==> config.mk <==
export PLATFORM = sky130hd
export DESIGN_NAME = jtframe_bank_slot_arb
export DESIGN_NICKNAME = d
export VERILOG_FILES = /design/src/rtl/jtframe_sdram_pkg.sv /design/src/rtl/jtframe_rr_pick.sv /design/src/rtl/jtframe_bank_slot_arb.sv
export SDC_FILE = /design/constraint.sdc
export NUM_CORES = 1
export LEC_CHECK = 0
export CORE_ASPECT_RATIO = 1.4
export CORE_MARGIN = 2
export CORE_UTILIZATION = 50
export CTS_CLUSTER_SIZE = 24
export DETAILED_ROUTE_END_ITERATION = 16
export GPL_TIMING_DRIVEN = 0
export PLACE_DENSITY_LB_ADDON = 0.08
export RECOVER_POWER = 25
export SYNTH_ARGS = -nofsm -noshare
export SYNTH_HDL_FRONTEND = slang
export SYNTH_HIERARCHICAL = 1
export SYNTH_SLANG_ARGS = --single-unit
==> constraint.sdc <==
create_clock -name clk -period 6.2 [get_ports clk]
set_clock_uncertainty 0.15 [all_clocks]
set_input_delay 1.24 -clock clk [delete_from_list [all_inputs] [get_ports clk]]
set_output_delay 1.24 -clock clk [all_outputs]
set_load 0.01 [all_outputs]
==> src/rtl/jtframe_sdram_pkg.sv <==
// Shared types for the SDRAM bank-side arbitration logic.
package jtframe_sdram_pkg;

  localparam int SDRAM_DW = 16;

  typedef enum logic [1:0] {
    IDLE,
    REQ,
    WAIT
  } arb_st_t;

endpackage

==> src/rtl/jtframe_rr_pick.sv <==
// Round-robin picker: first asserted request at or after i_ptr, wrapping at N.
module jtframe_rr_pick #(
  parameter int N  = 4,
  parameter int PW = (N > 1) ? $clog2(N) : 1
) (
  input  logic [N-1:0]  i_req,
  input  logic [PW-1:0] i_ptr,
  output logic [PW-1:0] o_gnt_idx,
  output logic          o_any
);

  logic [PW:0] w_idx;

  // Rotation is done with one conditional subtract since i_ptr < N and k < N.
  always_comb begin
    o_gnt_idx = '0;
    o_any     = 1'b0;
    w_idx     = '0;
    for (int unsigned k = 0; k < N; k++) begin
      w_idx = {1'b0, i_ptr} + (PW+1)'(k);
      if (w_idx >= (PW+1)'(N)) w_idx = w_idx - (PW+1)'(N);
      if (!o_any && i_req[w_idx[PW-1:0]]) begin
        o_any     = 1'b1;
        o_gnt_idx = w_idx[PW-1:0];
      end
    end
  end

endmodule

==> src/rtl/jtframe_bank_slot_arb.sv <==
// Shares one SDRAM bank read port among SLOTS ROM clients, each with a one-word cache.
module jtframe_bank_slot_arb
  import jtframe_sdram_pkg::*;
#(
  parameter int SLOTS  = 4,
  parameter int AW     = 22,
  parameter int SDRAMW = 23,
  parameter int DW     = SDRAM_DW
) (
  input  logic                clk,
  input  logic                rst_n,
  input  logic                dwnld,
  input  logic [SLOTS-1:0]    slot_cs,
  input  logic [SLOTS*AW-1:0] slot_addr,
  output logic [SLOTS-1:0]    slot_ok,
  output logic [SLOTS*DW-1:0] slot_dout,
  output logic [SDRAMW-1:0]   ba_addr,
  output logic                ba_rd,
  input  logic                ba_ack,
  input  logic                ba_rdy,
  input  logic [DW-1:0]       sdram_dout
);

  localparam int SW = $clog2(SLOTS);

  arb_st_t           r_st, w_st_nxt;
  logic [SW-1:0]     r_sel, r_rr, w_gnt;
  logic [AW-1:0]     r_addr_l;
  logic              r_ba_rd;
  logic [SDRAMW-1:0] r_ba_addr;
  logic              w_any, w_start, w_ack, w_fill;
  logic [SLOTS-1:0]  w_hit, w_miss;
  logic [AW-1:0]     w_addr [SLOTS];

  for (genvar i = 0; i < SLOTS; i++) begin : g_slot
    logic          r_valid;
    logic [AW-1:0] r_tag;
    logic [DW-1:0] r_dout;
    logic          w_mine;

    assign w_addr[i] = slot_addr[i*AW +: AW];
    assign w_mine    = w_fill && (r_sel == SW'(i));
    // ok tracks the live address, so a fill for an abandoned address never flags ok
    assign w_hit[i]  = slot_cs[i] & r_valid & (w_addr[i] == r_tag);
    assign slot_dout[i*DW +: DW] = r_dout;

    always_ff @(posedge clk) begin
      if (!rst_n) begin
        r_valid <= 1'b0;
        r_tag   <= '0;
        r_dout  <= '0;
      end else begin
        if (w_mine) begin
          r_tag  <= r_addr_l;
          r_dout <= sdram_dout;
        end
        if (dwnld)       r_valid <= 1'b0;
        else if (w_mine) r_valid <= 1'b1;
      end
    end
  end

  assign w_miss    = slot_cs & ~w_hit;
  assign slot_ok   = w_hit;
  assign ba_rd     = r_ba_rd;
  assign ba_addr   = r_ba_addr;

  jtframe_rr_pick #(
    .N  (SLOTS),
    .PW (SW)
  ) u_pick (
    .i_req     (w_miss),
    .i_ptr     (r_rr),
    .o_gnt_idx (w_gnt),
    .o_any     (w_any)
  );

  // ack and rdy in the same REQ cycle complete the transfer immediately
  always_comb begin
    w_st_nxt = r_st;
    w_start  = 1'b0;
    w_ack    = 1'b0;
    w_fill   = 1'b0;
    case (r_st)
      IDLE: begin
        if (!dwnld && w_any) begin
          w_start  = 1'b1;
          w_st_nxt = REQ;
        end
      end
      REQ: begin
        if (ba_ack) begin
          w_ack = 1'b1;
          if (ba_rdy) begin
            w_fill   = 1'b1;
            w_st_nxt = IDLE;
          end else begin
            w_st_nxt = WAIT;
          end
        end
      end
      WAIT: begin
        if (ba_rdy) begin
          w_fill   = 1'b1;
          w_st_nxt = IDLE;
        end
      end
      default: w_st_nxt = IDLE;
    endcase
  end

  always_ff @(posedge clk) begin
    if (!rst_n) begin
      r_st      <= IDLE;
      r_sel     <= '0;
      r_rr      <= '0;
      r_addr_l  <= '0;
      r_ba_rd   <= 1'b0;
      r_ba_addr <= '0;
    end else begin
      r_st <= w_st_nxt;
      if (w_start) begin
        r_sel     <= w_gnt;
        r_addr_l  <= w_addr[w_gnt];
        r_ba_rd   <= 1'b1;
        r_ba_addr <= SDRAMW'(w_addr[w_gnt]);
      end
      if (w_ack) r_ba_rd <= 1'b0;
      if (w_fill) r_rr <= (r_sel == SW'(SLOTS-1)) ? '0 : r_sel + 1'b1;
    end
  end

endmodule
==> metrics.txt, run 1 <==
most numerous cell types in the synthesized netlist nand2_1, dfxtp_1, a21boi_1; setup repair after global routing missed its margin false; final-report max-slew violation count 0; total power density per cell area 231 nW/um^2; Initial Utilization 50.6%; Max clock buf depth 2; die span in y 160 um; Post-synth EDFFs 0; quantity of I/O buffers inserted on ports 202; P_sw 698 uW; worst-case setup margin in the final layout 1.30 ns; fraction of final layout cells with drive strength greater than 1 6.78%; met1 capacity usage during global routing 34.3%; cts repair resizes 0; slew at the pin closest to its max-slew limit 0.670 ns; max_cap viols 0; Yosys reg bits 185; clock period minus worst slack 4.90 ns; Ys Warns 6; Rel. slew slack 55.3%; most used flip-flop cell after synthesis dfxtp_1; Setup violations, final 0; Final Wtd Congestion 0.973; met3 GRT Util 6.38%; cell taking the most area after synthesis dfxtp_1; number of failing hold endpoints at the final stage 0; mean routed wirelength per cell 19.1 um; overall routed net length 27900 um; top-area cell type share of the netlist area 42.4%; Post-Synthesis Net Count 1112; Post-synth ARST share 0%; Post-CTS Hold Fix Bufs 0; final cycle utilization of the critical path 79.1%; core outline area 17300 sq um; clock root buffer clkbuf_16; critical path type in2out; setup tns final 0 ns; first-pass detailed-route iteration total 6; max frequency 204 MHz; run status complete, no violations; via/cell ratio 5.30; number of antenna diodes 0; Clock power frac 38.4%; critical path endpoint category primary output; grt total ovfl 0; number of standard cells after synthesis 991; total number of vias 7745; Power Total 2.66 mW; Internal Pwr Total 1.96 mW; final core area utilization 66.7%; most repeated cell in the gate-level netlist after synthesis nand2_1; Synth Area per Inst 8.82 sq um; pin count of the biggest net entering global routing 17; Rows 57; largest cells by area after synthesis dfxtp_1, nand2_1, a21boi_1; switching power as a share of total power 26.2%; HPWL after detailed placement 20800 um; layout overhead on the synthesized area 31.9%; insertion delay of the later-clocked pin in the worst-skew pair 0.43 ns; global-route layer with the greatest usage met2; number of global-route vias before repair 7598; TritonCTS Sinks 185; global-route wire length before repair 42200 um; Cell Area, Synth 8740 sq um; maximum level of the CTS H-tree 4; Antenna Violating Nets Remaining 0; post-layout net count 1333; initial antenna violation count 0; detailed-route DRC error count 0; violation count after the first detailed-routing iteration 483; DP Worst Slack 1.29 ns; number of distinct library cells after synthesis 37; I/O Pins 205; Worst EP required 4.81 ns; total clock buffers created by CTS 17; combinational share of power 14.6%; launching element type of the critical path input port; met2 track utilization from global routing 53.7%; endpoint arrival time on the critical path 3.51 ns; classification of the worst-slack hold path reg2reg; clock-pin slew reported for the worst setup and hold paths after clock tree synthesis 0.07 ns; CTS tree yes; post-CTS setup repair buffer count 0; total global routing track utilization 30.4%; crit path max fanout 2; total leakage power 4.04 nW; peak supply drop 184 uV; sequential cell area fraction in the yosys report 42.4%; part of the total power dissipated in sequential elements 46.9%; die outline width 116 um; Die ar. 18600 sq um
-- stage by stage --
stage / hold slack [ns] / cell area [sq um] / std cells
after floorplan: 0.290 / 8740 / 991
after global placement: 0.290 / 11100 / 1429
after detailed placement: 0.295 / 11100 / 1429
after CTS: 0.304 / 11600 / 1460
after global routing: 0.319 / 11500 / 1460
final: 0.302 / 11500 / 1460
-- cells in the final DEF, fill, tap and decap left out, types with 14 or more instances in the layout --
cell type and count:
nand2_1 355, clkdlybuf4s50_1 201, dfxtp_1 185, a21boi_1 100
a21boi_0 76, xor2_1 57, clkbuf_1 36, xnor2_1 31
mux4_2 22, clkbuf_16 17, buf_6 14
-- metal layers --
layer	up-vias	wire length [um]
met2	316	14200
met1	3653	10300
met3	69	1990
li1	3707	-
met4	0	1400
met5	-	0
-- critical path, cell delays in order --
cell and delay [ns]:
clkdlybuf4s50_1 0.47, xor2_1 0.20, nor4_1 0.40, nand4_1 0.24, nor3_1 0.34, clkdlybuf4s50_1 0.61
-- final timing paths --
check                                     startpoint              endpoint  cells after the start  slack (ns)
worst max-delay path                   slot_addr[21]            slot_ok[0]                      6        1.30
worst min-delay path            g_slot[1].r_dout[12]  g_slot[1].r_dout[12]                      2        0.30
worst max register to register   g_slot[0].r_tag[21]           r_addr_l[2]                     11        2.73
worst min register to register  g_slot[1].r_dout[12]  g_slot[1].r_dout[12]                      2        0.30
-- logic make-up after synthesis --
logic type	share of synthesized area [%]
compound gates	16.7
simple gates	19.2
mux	6.13
buf+inv	5.53
fa+ha+maj	1.15
xor+xnor	8.82
other cells	0.0429
flops	42.4
-- power by group through the flow --
stage | combinational (mW) | sequential (mW) | clock, mW
2_1_floorplan | 0.178 | 1.27 | 0
3_3_place_gp | 0.388 | 1.28 | 0
3_5_place_dp | 0.390 | 1.28 | 0
4_1_cts | 0.392 | 1.25 | 1.03
5_1_grt | 0.414 | 1.25 | 1.08
6_report | 0.389 | 1.25 | 1.02
-- registers in the layout, summed over array words and instances (netlist names) --
register,count
g_slot.r_dout,64
ba_rd,1
r_addr_l,22
r_rr,2
g_slot.r_valid,4
r_st,2
g_slot.r_tag,88
r_sel,2
-- area by class of cell --
| class | instances | area [sq um] |
|---|---|---|
| Timing Repair Buffer | 202 | 2020 |
| Fill cell | 1530 | 5740 |
| Inverter | 13 | 48.8 |
| Buffer | 64 | 384 |
| Sequential cell | 185 | 3700 |
| Multi-Input combinational cell | 729 | 4530 |
| Tap cell | 236 | 295 |
| Clock buffer | 20 | 437 |
| Clock inverter | 11 | 100 |
(Power assumes the default switching activity.)
==> inputs of run 2 (changes only) <==
--- a/config.mk
+++ b/config.mk
@@ -7,7 +7,7 @@
 export LEC_CHECK = 0
 export CORE_ASPECT_RATIO = 1.4
 export CORE_MARGIN = 2
-export CORE_UTILIZATION = 50
+export CORE_UTILIZATION = 45
 export CTS_CLUSTER_SIZE = 24
 export DETAILED_ROUTE_END_ITERATION = 16
 export GPL_TIMING_DRIVEN = 0
==> constraint.sdc (replaced) <==
create_clock -name clk -period 4.3 [get_ports clk]
set_clock_uncertainty 0.15 [all_clocks]
set_input_delay 0.86 -clock clk [delete_from_list [all_inputs] [get_ports clk]]
set_output_delay 0.86 -clock clk [all_outputs]
set_load 0.01 [all_outputs]
==> run 2 against run 1 <==
  * Global-route usage down 1.8 points
  * Design area up 0.29%
  * Hold slack better by 0.0031 ns
  * Worst setup slack worse by 1.2 ns
  * Sequential power up 44%
  * Clock power up 50%
  * Critical path depth unchanged
  * Utilization down 6.4 points
  * Cell count up 0.68%
  * Die area up 11%
  * Sequential share of layout area down 0.094 points
  * Clock-buffer cell count down 3
  * Critical endpoint is now slot_ok[1]
  * Largest power group unchanged
==> metrics.txt, run 2 (synthesized netlist as in run 1, its figures left out) <==
endpoint arrival time on the critical path 3.21 ns (-0.30 ns); flip-flop count of the largest register after layout 88 (unchanged); final-report max-slew violation count 0 (unchanged); insertion delay of the later-clocked pin in the worst-skew pair 0.44 ns (about the same); peak supply drop 244 uV (+33%); Rel. slew slack 53.4% (-1.9 points); CP bufs+invs 2 (unchanged); crit path max fanout 2 (unchanged); setup repair after global routing missed its margin false; die span in y 169 um (+5.3%); clock root buffer clkbuf_16; post-layout net count 1333 (unchanged); TritonCTS Sinks 185 (unchanged); global-route wire length before repair 43500 um (+3.2%); Antenna Violating Nets Remaining 0 (unchanged); max frequency 237 MHz; CTS tree yes; Initial Utilization 45.6% (-5.0 points); stage delay of the slowest cell on the critical path 0.61 ns (about the same); Final Wtd Congestion 0.953 (-2.0%); total leakage power 4.06 nW (+0.43%); total clock buffers created by CTS 17 (unchanged); total power density per cell area 337 nW/um^2 (+46%); layout overhead on the synthesized area 32.2%; largest register by flop count g_slot.r_tag; cell area after placement 11100 sq um (+0.14%); total number of vias 7672 (-0.94%); critical path type in2out; cells traversed along the worst timing path clkdlybuf4s50_1 -> xor2_1 -> nor4_1 -> nand4_1 -> nor3_1 -> clkdlybuf4s50_1; clock-pin slew reported for the worst setup and hold paths after clock tree synthesis 0.07 ns (about the same); run status complete, no violations; clock period minus worst slack 4.22 ns; maximum level of the CTS H-tree 4 (unchanged); I/O Pins 205 (unchanged); Max clock buf depth 2 (unchanged); mean routed wirelength per cell 19.6 um (+2.7%); classification of the worst-slack hold path reg2reg; most used cells in the layout excluding fill and tap cells nand2_1, clkdlybuf4s50_1, dfxtp_1, a21boi_1, a21boi_0; Die ar. 20600 sq um (+11%); number of failing hold endpoints at the final stage 0 (unchanged); core outline area 19100 sq um (+11%); most used cell along the critical path clkdlybuf4s50_1; largest delay contributor family on the critical path buffers and inverters; number of antenna diodes 0 (unchanged); cts repair resizes 0 (unchanged); grt total ovfl 0 (unchanged); post-CTS setup repair buffer count 0 (unchanged); fraction of final layout cells with drive strength greater than 1 6.87% (+0.093 points); violation count after the first detailed-routing iteration 413 (-14%); slew at the pin closest to its max-slew limit 0.699 ns (+0.0286 ns); Post-CTS Hold Fix Bufs 0 (unchanged); via/cell ratio 5.22 (-1.6%); most common cell after layout, fill and taps aside nand2_1; final cycle utilization of the critical path 98.0%; area of all placed cells without fillers 11600 sq um (+0.29%); Worst EP required 3.29 ns (-1.52 ns); largest registers g_slot.r_tag (88), g_slot.r_dout (64), r_addr_l (22); max_cap viols 0 (unchanged); detailed-route DRC error count 0 (unchanged); total global routing track utilization 28.6% (-1.8 points); HPWL after detailed placement 21600 um (+4.1%); number of global-route vias before repair 7471 (-1.7%); slowest stage cell on the critical path clkdlybuf4s50_1; overall routed net length 28900 um (+3.4%); critical path endpoint category primary output; Rows 60 (+5.3%); pin count of the biggest net entering global routing 17 (unchanged); initial antenna violation count 0 (unchanged); first-pass detailed-route iteration total 4 (-2); Setup violations, final 0 (unchanged); die outline width 122 um (+5.2%); Power Total 3.90 mW (+46%); quantity of I/O buffers inserted on ports 202 (unchanged); launching element type of the critical path input port
run 2: cell types whose count changed in the layout (fill, tap and decap cells not counted), sizes merged:
cell      previous run  this run
clkinv               3         4
clkbuf              53        50
bufinv               1         2
clkinvlp             5         4
run 2: path summary, 6_finish.rpt:
kind                            start                   to  slack [ns]  cells after the start
setup / recovery        slot_addr[43]           slot_ok[1]        0.08                      6
hold / removal    g_slot[1].r_dout[1]  g_slot[1].r_dout[1]        0.30                      2
setup reg to reg  g_slot[0].r_tag[19]          r_addr_l[2]        0.73                     11
hold reg to reg   g_slot[1].r_dout[1]  g_slot[1].r_dout[1]        0.30                      2
run 2: final cells by class:
class / count / area [sq um]
inverter: 13 / 48.8
tap: 248 / 310
multi-input combinational: 729 / 4530
clock buffer: 17 / 425
sequential: 185 / 3700
buffer: 64 / 387
clock inverter: 12 / 128
timing repair buffer: 202 / 2020
fill: 1777 / 7590
run 2: metrics by stage:
step                      hold WS (ns)  worst slack (ns)  cells  util [%]  setup TNS (ns)
final                            0.305            0.0843   1470      60.3               0
after global routing             0.321            0.0834   1470      60.3               0
after CTS                        0.309             0.149   1470      60.7               0
after detailed placement         0.299            -0.255   1441      57.8           -4.53
after global placement           0.291            -0.216   1441      57.8           -3.79
after floorplan                  0.290              1.01    991         -               0
run 2: where the power goes:
group | internal (mW) | switching (mW)
sequential | 1.75 | 0.0522
clock | 0.845 | 0.683
combinational | 0.285 | 0.280
total | 2.88 | 1.02
run 2: routing by layer:
metal | vias to the layer above | global-route usage (%) | share of wire (%)
li1 | 3710 | - | -
met1 | 3626 | 33.4 | 38
met2 | 265 | 48.7 | 50
met3 | 71 | 6.00 | 5.9
met4 | 0 | 15.0 | 5.3
met5 | - | 0 | 0
run 2: worst register-to-register path: stages, from the launching register on:
cell      delay (ns)
dfxtp_1         0.32
xor2_1          0.17
nor4_1          0.47
nand4_1         0.25
o31a_1          0.35
a21oi_1         0.16
o21ai_0         0.09
a21oi_1         0.58
buf_2           0.41
mux4_2          0.36
nand2_1         0.09
a21boi_1        0.05
==> inputs of run 3 (changes only) <==
--- a/config.mk
+++ b/config.mk
@@ -5,6 +5,7 @@
 export SDC_FILE = /design/constraint.sdc
 export NUM_CORES = 1
 export LEC_CHECK = 0
+export CAP_MARGIN = 10
 export CORE_ASPECT_RATIO = 1.4
 export CORE_MARGIN = 2
 export CORE_UTILIZATION = 45
==> constraint.sdc (replaced) <==
create_clock -name clk -period 4.3 [get_ports clk]
set_clock_uncertainty 0.15 [all_clocks]
set_input_delay 1.075 -clock clk [delete_from_list [all_inputs] [get_ports clk]]
set_output_delay 1.075 -clock clk [all_outputs]
set_load 0.01 [all_outputs]
==> run 3 against run 2 <==
  * Cell count increased by 0.20%
  * Register-to-register slack improved by 0.16 ns
  * Design area increased by 0.64%
  * Largest power group unchanged
==> metrics.txt, run 3 (synthesized netlist as in run 1, its figures left out) <==
cell count after placement 1441 (unchanged); most common cell after layout, fill and taps aside nand2_1; TritonCTS Sinks 185 (unchanged); I/O Pins 205 (unchanged); post-layout net count 1336 (+0.23%); largest registers g_slot.r_tag (88), g_slot.r_dout (64), r_addr_l (22); insertion delay of the later-clocked pin in the worst-skew pair 0.44 ns (about the same); Hold WS 0.305 ns (unchanged); Rows 60 (unchanged); Internal Pwr Total 2.88 mW (about the same); Layout Cells excl Fill 1473 (+0.20%); endpoint arrival time on the critical path 3.04 ns (-0.17 ns); critical path endpoint category primary output; total leakage power 4.09 nW (+0.76%); mean routed wirelength per cell 19.7 um (+0.32%); cell area after placement 11100 sq um (unchanged); CTS tree yes; Antenna Violating Nets Remaining 0 (unchanged); Initial Utilization 45.6% (unchanged); detailed-route DRC error count 0 (unchanged); layout overhead on the synthesized area 33.1%; worst reg2reg path depth 12 (+1); clock-pin slew reported for the worst setup and hold paths after clock tree synthesis 0.07 ns (about the same); crit path max fanout 2 (unchanged); final cycle utilization of the critical path 99.1% (+1.1 points); clock period minus worst slack 4.26 ns (+0.0464 ns); cell depth of the worst min-delay path 2 (unchanged); total number of vias 7743 (+0.93%); number of failing hold endpoints at the final stage 0 (unchanged); max frequency 235 MHz (-1.1%); via/cell ratio 5.26 (+0.72%); total power density per cell area 336 nW/um^2 (-0.48%); final-report max-slew violation count 0 (unchanged); largest register by flop count g_slot.r_tag; flip-flop count of the largest register after layout 88 (unchanged); Max clock buf depth 2 (unchanged); Die ar. 20600 sq um (unchanged); max_cap viols 0 (unchanged); most used cells in the layout excluding fill and tap cells nand2_1, clkdlybuf4s50_1, dfxtp_1, a21boi_1, a21boi_0; core outline area 19100 sq um (unchanged); Worst EP required 3.07 ns (-0.22 ns); register-to-register setup slack 0.89 ns (+0.16 ns); worst min-delay path startpoint g_slot[1].r_dout[1]; fraction of final layout cells with drive strength greater than 1 7.92% (+1.0 points); total global routing track utilization 28.6% (+0.071 points); Final Wtd Congestion 0.953 (unchanged); cells traversed along the worst timing path clkdlybuf4s50_1 -> xnor2_1 -> nand4_1 -> nor4_2 -> and4_1 -> clkdlybuf4s50_1; number of antenna diodes 0 (unchanged); part of the total power dissipated in sequential elements 46.2% (about the same); peak supply drop 246 uV (+0.67%); global-route wire length before repair 43700 um (+0.40%); most used cell along the critical path clkdlybuf4s50_1; violation count after the first detailed-routing iteration 378 (-8.5%); stage delay of the slowest cell on the critical path 0.55 ns (-0.06 ns); slowest stage cell on the critical path clkdlybuf4s50_1; critical path type in2out; setup repair after global routing missed its margin false; HPWL after detailed placement 21600 um (unchanged); overall routed net length 29000 um (+0.52%); die outline width 122 um (unchanged); endpoint of the worst hold-timing path g_slot[1].r_dout[1]; Power Total 3.90 mW (+0.15%); Setup violations, final 0 (unchanged); clock root buffer clkbuf_16; total clock buffers created by CTS 17 (unchanged); pin count of the biggest net entering global routing 17 (unchanged); initial antenna violation count 0 (unchanged); Reg-to-Reg End r_addr_l[2]; quantity of I/O buffers inserted on ports 202 (unchanged); die span in y 169 um (unchanged); Worst R2R Start g_slot[0].r_tag[14]; P_sw 1.02 mW (+0.49%); slew at the pin closest to its max-slew limit 0.696 ns (-0.00324 ns); Clock power frac 39.2% (about the same); run status complete, no violations; Rel. slew slack 53.6% (+0.22 points); classification of the worst-slack hold path reg2reg; combinational share of power 14.6% (about the same); grt total ovfl 0 (unchanged); launching element type of the critical path input port; switching power as a share of total power 26.2% (+0.087 points); Fill cells 1770 (-0.39%); first-pass detailed-route iteration total 5 (+1); maximum level of the CTS H-tree 4 (unchanged); area of all placed cells without fillers 11600 sq um (+0.64%); number of global-route vias before repair 7556 (+1.1%)
## run 3: cell types whose count changed in the layout (fill, tap and decap cells not counted), sizes merged
| cell | before | now |
|---|---|---|
| buf | 31 | 34 |
| clkdlybuf4s50 | 201 | 198 |
| dlygate4sd2 | 0 | 3 |
## run 3: how the worst max path moves through the flow
stage              endpoint           from
2_1_floorplan  r_addr_l[10]   slot_addr[7]
3_3_place_gp    r_addr_l[2]  slot_addr[21]
3_5_place_dp   r_addr_l[10]  slot_addr[21]
4_1_cts          slot_ok[2]  slot_addr[56]
5_1_grt          slot_ok[2]  slot_addr[56]
6_report         slot_ok[2]  slot_addr[56]
## run 3: layout make-up
class	count	area, sq um	share of cell area, %
Buffer	64	387	3.33
Clock buffer	17	425	3.66
Clock inverter	12	128	1.10
Inverter	13	48.8	0.420
Multi-Input combinational cell	729	4580	39.4
Sequential cell	185	3700	31.9
Tap cell	248	310	2.67
Timing Repair Buffer	205	2040	17.6
## run 3: worst max-delay path, delay by kind of cell
kind | cells | cell delay [ns]
xor+xnor | 1 | 0.30
buf+inv | 2 | 1.01
simple gates | 3 | 0.66
## run 3: what timing repair did
action                     CTS  global route
setup buffers                3             0
hold buffers                 0             0
setup endpoints to repair    8             8
pin swaps                    7             0
cloned                       0             0
resized for setup           11             2
## run 3: routing by layer
metal / share of wire (%) / global-route usage (%) / up-vias
met2: 50 / 48.8 / 292
met1: 38 / 33.3 / 3658
li1: - / - / 3714
met5: 0 / 0 / -
met4: 5.3 / 15.6 / 0
met3: 6.8 / 6.03 / 79
## run 3: power by group through the flow
stage / logic (mW) / registers [mW] / clock network (mW)
finish: 0.570 / 1.80 / 1.53
CTS: 0.574 / 1.80 / 1.54
global route: 0.606 / 1.81 / 1.61
detailed placement: 0.570 / 1.84 / 0
floorplan: 0.257 / 1.84 / 0
global placement: 0.566 / 1.84 / 0
## run 3: through the flow
stage | util [%] | setup TNS, ns | setup WS (ns)
global route | 60.7 | 0 | 0.0506
finish | 60.7 | 0 | 0.0378
CTS | 61.0 | 0 | 0.0261
detailed placement | 57.8 | -9.82 | -0.470
floorplan | - | 0 | 0.792
global placement | 57.8 | -8.95 | -0.431
